## src/rtl/mux_sched_pkg.sv

```systemverilog
// Shared types, sizes and one-hot/index helpers for the 8:1 mux select scheduler.
package mux_sched_pkg;

  localparam int NUM_REQ = 8;
  localparam int SEL_W   = 3;

  localparam logic IDLE  = 1'b0;
  localparam logic GRANT = 1'b1;

  typedef enum logic {
    S_IDLE  = IDLE,
    S_GRANT = GRANT
  } state_e;

  function automatic logic [NUM_REQ-1:0] idx_to_onehot(input logic [SEL_W-1:0] idx);
    logic [NUM_REQ-1:0] oh;
    oh      = '0;
    oh[idx] = 1'b1;
    return oh;
  endfunction

  function automatic logic [SEL_W-1:0] onehot_to_idx(input logic [NUM_REQ-1:0] oh);
    logic [SEL_W-1:0] idx;
    idx = '0;
    for (int i = 0; i < NUM_REQ; i++) begin
      if (oh[i]) begin
        idx = idx | SEL_W'(i);
      end else begin
        idx = idx;
      end
    end
    return idx;
  endfunction

endpackage

```

## src/rtl/mux_sel_scheduler_rr_pick.sv

```systemverilog
// Combinational round-robin picker: first set request at or above ptr, wrapping 7 -> 0.
module rr_pick
  import mux_sched_pkg::*;
(
  input  logic [NUM_REQ-1:0] i_req,
  input  logic [SEL_W-1:0]   i_ptr,
  output logic [SEL_W-1:0]   o_idx,
  output logic               o_found
);

  logic [2*NUM_REQ-1:0] w_dbl;
  logic [NUM_REQ-1:0]   w_rot;
  logic [SEL_W-1:0]     w_off;

  // Rotating the doubled vector puts the ptr position at bit 0
  assign w_dbl = {i_req, i_req};
  assign w_rot = w_dbl[i_ptr +: NUM_REQ];

  always_comb begin
    w_off = '0;
    for (int j = NUM_REQ - 1; j >= 0; j--) begin
      if (w_rot[j]) begin
        w_off = SEL_W'(j);
      end else begin
        w_off = w_off;
      end
    end
  end

  assign o_idx   = i_ptr + w_off;
  assign o_found = |i_req;

endmodule

```

## config.mk

```make
export PLATFORM = sky130hd
export DESIGN_NAME = rr_pick
export DESIGN_NICKNAME = d
export VERILOG_FILES = /design/src/rtl/mux_sched_pkg.sv /design/src/rtl/mux_sel_scheduler_rr_pick.sv
export SDC_FILE = /design/constraint.sdc
export NUM_CORES = 1
export LEC_CHECK = 0
export ABC_AREA = 1
export BUFFER_PORTS_ARGS = -buffer_cell sky130_fd_sc_hd__buf_2
export CAP_MARGIN = 20
export CELL_PAD_IN_SITES_DETAIL_PLACEMENT = 0
export CELL_PAD_IN_SITES_GLOBAL_PLACEMENT = 1
export CORE_MARGIN = 2
export CORE_UTILIZATION = 39
export DETAILED_ROUTE_END_ITERATION = 8
export PLACE_DENSITY = 0.88
export SETUP_SLACK_MARGIN = 0.2
export SLEW_MARGIN = 20
export SYNTH_ARGS = -nofsm -noshare
export SYNTH_HDL_FRONTEND = slang
export SYNTH_SLANG_ARGS = --single-unit
```

## constraint.sdc

```tcl
create_clock -name vclk -period 6.6
set_clock_uncertainty 0.15 [all_clocks]
set_input_delay 1.32 -clock vclk [all_inputs]
set_output_delay 1.32 -clock vclk [all_outputs]
set_load 0.02 [all_outputs]
```

==> results of run 1 <==
==> stage by stage <==
stage	cells	setup WS [ns]	hold WS (ns)	area [um^2]
finish	125	1.641	2.838	595.6
global route	125	1.396	2.877	595.6
CTS	125	1.614	2.840	595.6
detailed placement	125	1.617	2.837	595.6
global placement	125	1.636	2.842	595.6
floorplan	98	1.995	2.662	531.8
==> layout make-up <==
cell class / count / area, um^2 / area share [%]
Multi-Input combinational cell: 88 / 465.4 / 78.15
Tap cell: 15 / 18.77 / 3.151
Inverter: 7 / 36.28 / 6.092
Timing Repair Buffer: 15 / 75.07 / 12.61
==> tightest hold or removal path: cells and delay by family <==
kind	cells	cell delay, ns
AND/OR/NAND/NOR	2	0.09
buffers and inverters	2	0.25
==> power groups by stage <==
stage	clock network [uW]	registers (uW)	logic (uW)
5_1_grt	0	0	59.3
2_1_floorplan	0	0	40.6
6_report	0	0	51.5
3_3_place_gp	0	0	51.8
4_1_cts	0	0	52.2
3_5_place_dp	0	0	52.0
==> cell usage after synthesis, drive strengths merged <==
cell type	count	area share, %
nand2	58	48
nand3	19	23
inv	7	6.8
buf	3	5.6
a21oi	2	2.6
nor2	2	1.9
nor4	2	2.4
fa	1	3.8
ha	1	2.4
nand3b	1	1.4
o21bai	1	1.4
xor2	1	1.6
==> kinds of logic after synthesis <==
logic type	count (synthesis)	synth area share [%]
simple gates	82	75.77
buf+inv	10	12.47
compound gates	3	4.000
fa+ha+maj	2	6.117
xor+xnor	1	1.647
==> metal layers <==
metal / track usage (%) / vias up / routed length [um]
li1: - / 341 / -
met1: 21.47 / 254 / 541
met2: 28.91 / 10 / 565
met3: 0 / 0 / 28
met4: 0 / 0 / 0
met5: 0 / - / 0
==> path summary, 6_finish.rpt <==
| path | start | endpoint | slack (ns) |
|---|---|---|---|
| worst max-delay path | i_ptr[0] | o_idx[2] | 1.64 |
| worst min-delay path | i_req[7] | o_found | 2.84 |
==> metrics.txt, run 1 <==
fill count roughly 150; core footprint 1285 um^2; Crit Path Max Fanout 10; layout cell share with drive strength beyond 1 32.73%; RSZ-0062 raised after global routing no; yosys synthesis warning count 0; Seq/Total Area, Yosys 0%; worst vdd ir 0.02843 mV; Setup Viol. Count Final 0; Critical Path RT approximately 5.1 ns; crit start category input pin; relative slew slack 83.57%; Worst path slowest cell fa_1; final WL 1136 um; power per cell area between 80 and 90 nW/um^2; CP peak stage delay about 0.37 ns; Remaining Overflow, GRT 0; Die Y 40.93 um; cell leakage power 0.0003344 uW; Bufs and invs on worst path 5; # Post-CTS Setup Buffers 0; initial antenna violation count 0; most frequent cells in the layout nand2_1, buf_2, nand3_1, nand2_2; area grow syn2layout 12.00%; Slew @ Worst Pin 0.2465 ns; GRT Util Overall 15.74%; Ports 15; Starting Density 41.38%; P_int between 15 and 20 uW; crit-path most repeated cell nand2_1; Netlist cell types 20; Sw Pwr around 33 uW; Seq. cell area 0 um^2; Tmin final a little under 5 ns; first-pass GRT wire length 1863 um; Setup TNS Final 0 ns; cells after synthesis 98; max_cap viols 0; status completed; Syn Nets 111; endpoint type of the worst setup path output port; crit path DAT 3.49 ns; Util after Layout 46.35%; Hold WC Path Type in -> out; hold path cells 4; Pre-antenna DRT Iters 4; vias in the first global route 480; hold_buf cts 0; die area 1675 um^2; Final HPWL DP 1040 um; WS Path Type in -> out; die width 40.93 um; pin count of the biggest net entering global routing 11; vias per cell 4.840; row cnt 13; drc violations 0; crit-path cells buf_2 -> inv_8 -> nand2_2 -> nand3_2 -> nand2_1 -> nand2_1 -> nand2_1 -> nand2_1 -> nand2_1 -> nand2_1 -> nand2_1 -> nand2_1 -> a21oi_1 -> ha_1 -> inv_1 -> fa_1 -> xor2_1 -> nand3b_1 -> nand2_1 -> inv_1 -> buf_2; DR iter-0 viols 6; WP depth 21; Mean Syn Cell Area 5.426 um^2; Clk pwr share 0%; max frequency 201.6 MHz; Final nets 125; part of the power in registers 0%; Top delay family on crit path simple AND/OR/NAND/NOR gates; FF+latch count 0; ANT nets after route 0; PortBufs 15; crit share post-route between 70% and 80%; Mapped Area 531.8 um^2; CTS resizes 0; power after layout 51.48 uW; detailed-route via count 605; Sw Ratio around 64%; Final GP Congestion 0.7039; Fin. Hold Viols 0; clock buf count 0; drt wl/cell slightly above 9 um; Final Max Slew Viols 0; combinational power share 100.0%; ant diodes 0; leading cell type in the layout, fill and taps excluded nand2_1
Note: power is estimated with default switching activity, not from simulation.
==> inputs of run 2 (changes only) <==
--- a/config.mk
+++ b/config.mk
@@ -5,15 +5,15 @@
 export SDC_FILE = /design/constraint.sdc
 export NUM_CORES = 1
 export LEC_CHECK = 0
-export ABC_AREA = 1
+export ABC_AREA = 0
 export BUFFER_PORTS_ARGS = -buffer_cell sky130_fd_sc_hd__buf_2
 export CAP_MARGIN = 20
 export CELL_PAD_IN_SITES_DETAIL_PLACEMENT = 0
 export CELL_PAD_IN_SITES_GLOBAL_PLACEMENT = 1
 export CORE_MARGIN = 2
-export CORE_UTILIZATION = 39
+export CORE_UTILIZATION = 38
 export DETAILED_ROUTE_END_ITERATION = 8
-export PLACE_DENSITY = 0.88
+export PLACE_DENSITY = 0.78
 export SETUP_SLACK_MARGIN = 0.2
 export SLEW_MARGIN = 20
 export SYNTH_ARGS = -nofsm -noshare
==> constraint.sdc (replaced) <==
create_clock -name vclk -period 4.5
set_clock_uncertainty 0.15 [all_clocks]
set_input_delay 0.9 -clock vclk [all_inputs]
set_output_delay 0.9 -clock vclk [all_outputs]
set_load 0.02 [all_outputs]
==> metrics.txt, run 2 <==
origin of the worst setup path i_ptr[0] (unchanged); Mapped Area 519.2 um^2 (was 531.8 um^2); Crit Path Max Fanout 9 (was 10); cell leakage power 0.0003160 uW (was 0.0003344 uW); RSZ-0062 raised after global routing yes (was no); first-pass GRT wire length 2104 um (was 1863 um); yosys synthesis warning count 0 (unchanged); clock buf count 0 (unchanged); Post-synth top cells mux4_1, inv_1, mux2i_1, nand2_1, mux2_2 (was nand2_1, nand3_1, nand2_2); Slew @ Worst Pin 0.3284 ns (was 0.2465 ns); Fin. Hold Viols 0 (unchanged); Die Y 40.97 um (was 40.93 um); vias in the first global route 461 (was 480); ant diodes 0 (unchanged); Remaining Overflow, GRT 0 (unchanged); Setup Viol. Count Final 0 (unchanged); part of the power in registers 0% (about the same); Final GP Congestion 0.7486 (was 0.7039); initial antenna violation count 0 (unchanged); GRT Util Overall 18.41% (was 15.74%); fill count 135 (was 148); die area 1678 um^2 (was 1675 um^2); die width 40.97 um (was 40.93 um); Final nets 88 (was 125); core footprint 1285 um^2 (unchanged); combinational power share 100.0% (about the same); Critical Path Sink o_idx[2] (unchanged); cell with the most instances after synthesis mux4_1 (was nand2_1); P_int 56.24 uW (was 18.40 uW); crit path DAT 3.31 ns (was 3.49 ns); worst vdd ir 0.05402 mV (was 0.02843 mV); Tmin final approximately 4.4 ns; area of placed instances 670.6 um^2 (was 595.6 um^2); Ports 15 (unchanged); max frequency 229.2 MHz; Critical Path RT 3.45 ns (was 5.13 ns); Final HPWL DP 1041 um (was 1040 um); crit share post-route approximately 97%; Util after Layout 55.99% (was 46.35%); DR iter-0 viols 1 (was 6); endpoint type of the worst setup path output port (unchanged); Clk pwr share 0% (about the same); hold_buf cts 0 (unchanged); post-synth top area share 35.42% (was 32.47%); drc violations 0 (unchanged); PortBufs 15 (unchanged); final WL 1261 um (was 1136 um); Sw Ratio 49.17% (was 64.26%); area grow syn2layout 38.55% (was 12.00%); vias per cell 5.830 (was 4.840); drt wl/cell 14.33 um (was 9.088 um); Netlist cell types 26 (was 20); Hold WC Path Type in -> out (unchanged); detailed-route via count 513 (was 605); row cnt 13 (unchanged); crit start category input pin (unchanged); power per cell area 153.8 nW/um^2 (was 86.44 nW/um^2); ANT nets after route 0 (unchanged); most frequent cells in the layout buf_2, buf_4, inv_1, mux4_2, nand2_1 (was nand2_1, buf_2, nand3_1, nand2_2); Sw Pwr 54.39 uW (was 33.08 uW); Pre-antenna DRT Iters 2 (was 4); status completed (unchanged); Syn Nets 63 (was 111); Mean Syn Cell Area 10.38 um^2 (was 5.426 um^2); largest cells by area after synthesis mux4_1, mux2i_1, mux2_2, fa_1, inv_1 (was nand2_1, nand3_1, nand2_2, nand3_2, buf_6); Final Max Slew Viols 0 (unchanged); cells after synthesis 50 (was 98); max_cap viols 0 (unchanged); Starting Density 40.41% (was 41.38%); area leader, netlist mux4_1 (was nand2_1); Seq/Total Area, Yosys 0% (unchanged); area of the multi-input gates 515.5 um^2 (was 465.4 um^2); Seq. cell area 0 um^2 (unchanged); relative slew slack 77.48% (was 83.57%); fin area 719.4 um^2 (was 595.6 um^2); WS Path Type in -> out (unchanged); leading cell type in the layout, fill and taps excluded buf_2 (was nand2_1); layout cell share with drive strength beyond 1 60.27% (was 32.73%); FF+latch count 0 (unchanged); pin count of the biggest net entering global routing 13 (was 11)
## run 2: cell types whose count changed after synthesis, moves of 3 or more
cell / change
mux2_2: +3
mux2i_1: +5
mux4_1: +7
nand2_1: -41
nand2_2: -11
nand3_1: -14
nand3_2: -5
## run 2: layout make-up
class,count,share of cell area (%)
Tap cell,15,2.609
Inverter,5,2.609
Timing Repair Buffer,26,23.13
Multi-Input combinational cell,42,71.65
## run 2: per-stage QoR
stage                     hold slack [ns]  worst slack [ns]  TNS, ns  power, uW  instances
after CTS                           2.017            0.1033        0      108.1         88
after global routing                2.061           0.04346        0      120.5         88
after floorplan                     1.822            0.2385        0      64.84         50
after detailed placement            2.014           -0.1508  -0.1508      94.85         87
after global placement              2.008           -0.1149  -0.1149      92.09         87
final                               2.017            0.1366        0      110.6         88
## run 2: power groups by stage
| stage | logic [uW] | registers [uW] | clock network, uW |
|---|---|---|---|
| final | 111 | 0 | 0 |
| after global routing | 121 | 0 | 0 |
| after CTS | 108 | 0 | 0 |
| after detailed placement | 94.8 | 0 | 0 |
| after global placement | 92.1 | 0 | 0 |
| after floorplan | 64.8 | 0 | 0 |
## run 2: worst min-delay path by stage
stage,from,slack [ns],cells past startpoint,end
3_5_place_dp,i_req[1],2.01,4,o_found
3_3_place_gp,i_req[1],2.01,4,o_found
2_1_floorplan,i_req[2],1.82,2,o_found
6_report,i_req[1],2.02,4,o_found
4_1_cts,i_req[1],2.02,4,o_found
5_1_grt,i_req[1],2.06,4,o_found
## run 2: layer usage
layer  global-route usage [%]  routed length, um  vias up
met3                        0                 27        0
met5                        0                  0        -
met4                        0                  0        0
met2                    36.33                697        9
met1                    23.31                536      255
li1                         -                  -      249
## run 2: cell families after synthesis
family | share of synthesized area [%]
muxes | 54.46
AOI/OAI and AO/OA | 17.83
and+or+nand+nor | 10.36
buffers and inverters | 7.711
xor gates and xnor gates | 3.374
adders and majority gates | 6.265
## run 2: what timing repair did
action / CTS / global route
gates resized for setup: 11 / 4
setup buffers: 1 / 0
setup endpoints to repair: 2 / 2
pin swaps: 4 / 1
## run 2: critical path, stage by stage
cell and delay [ns]:
buf_6 0.12, mux4_2 0.55, mux2i_4 0.19, o311ai_2 0.14
a21bo_2 0.23, a31oi_4 0.14, ha_2 0.18, inv_1 0.04
fa_2 0.36, xnor2_2 0.18, xnor2_2 0.12, buf_4 0.15
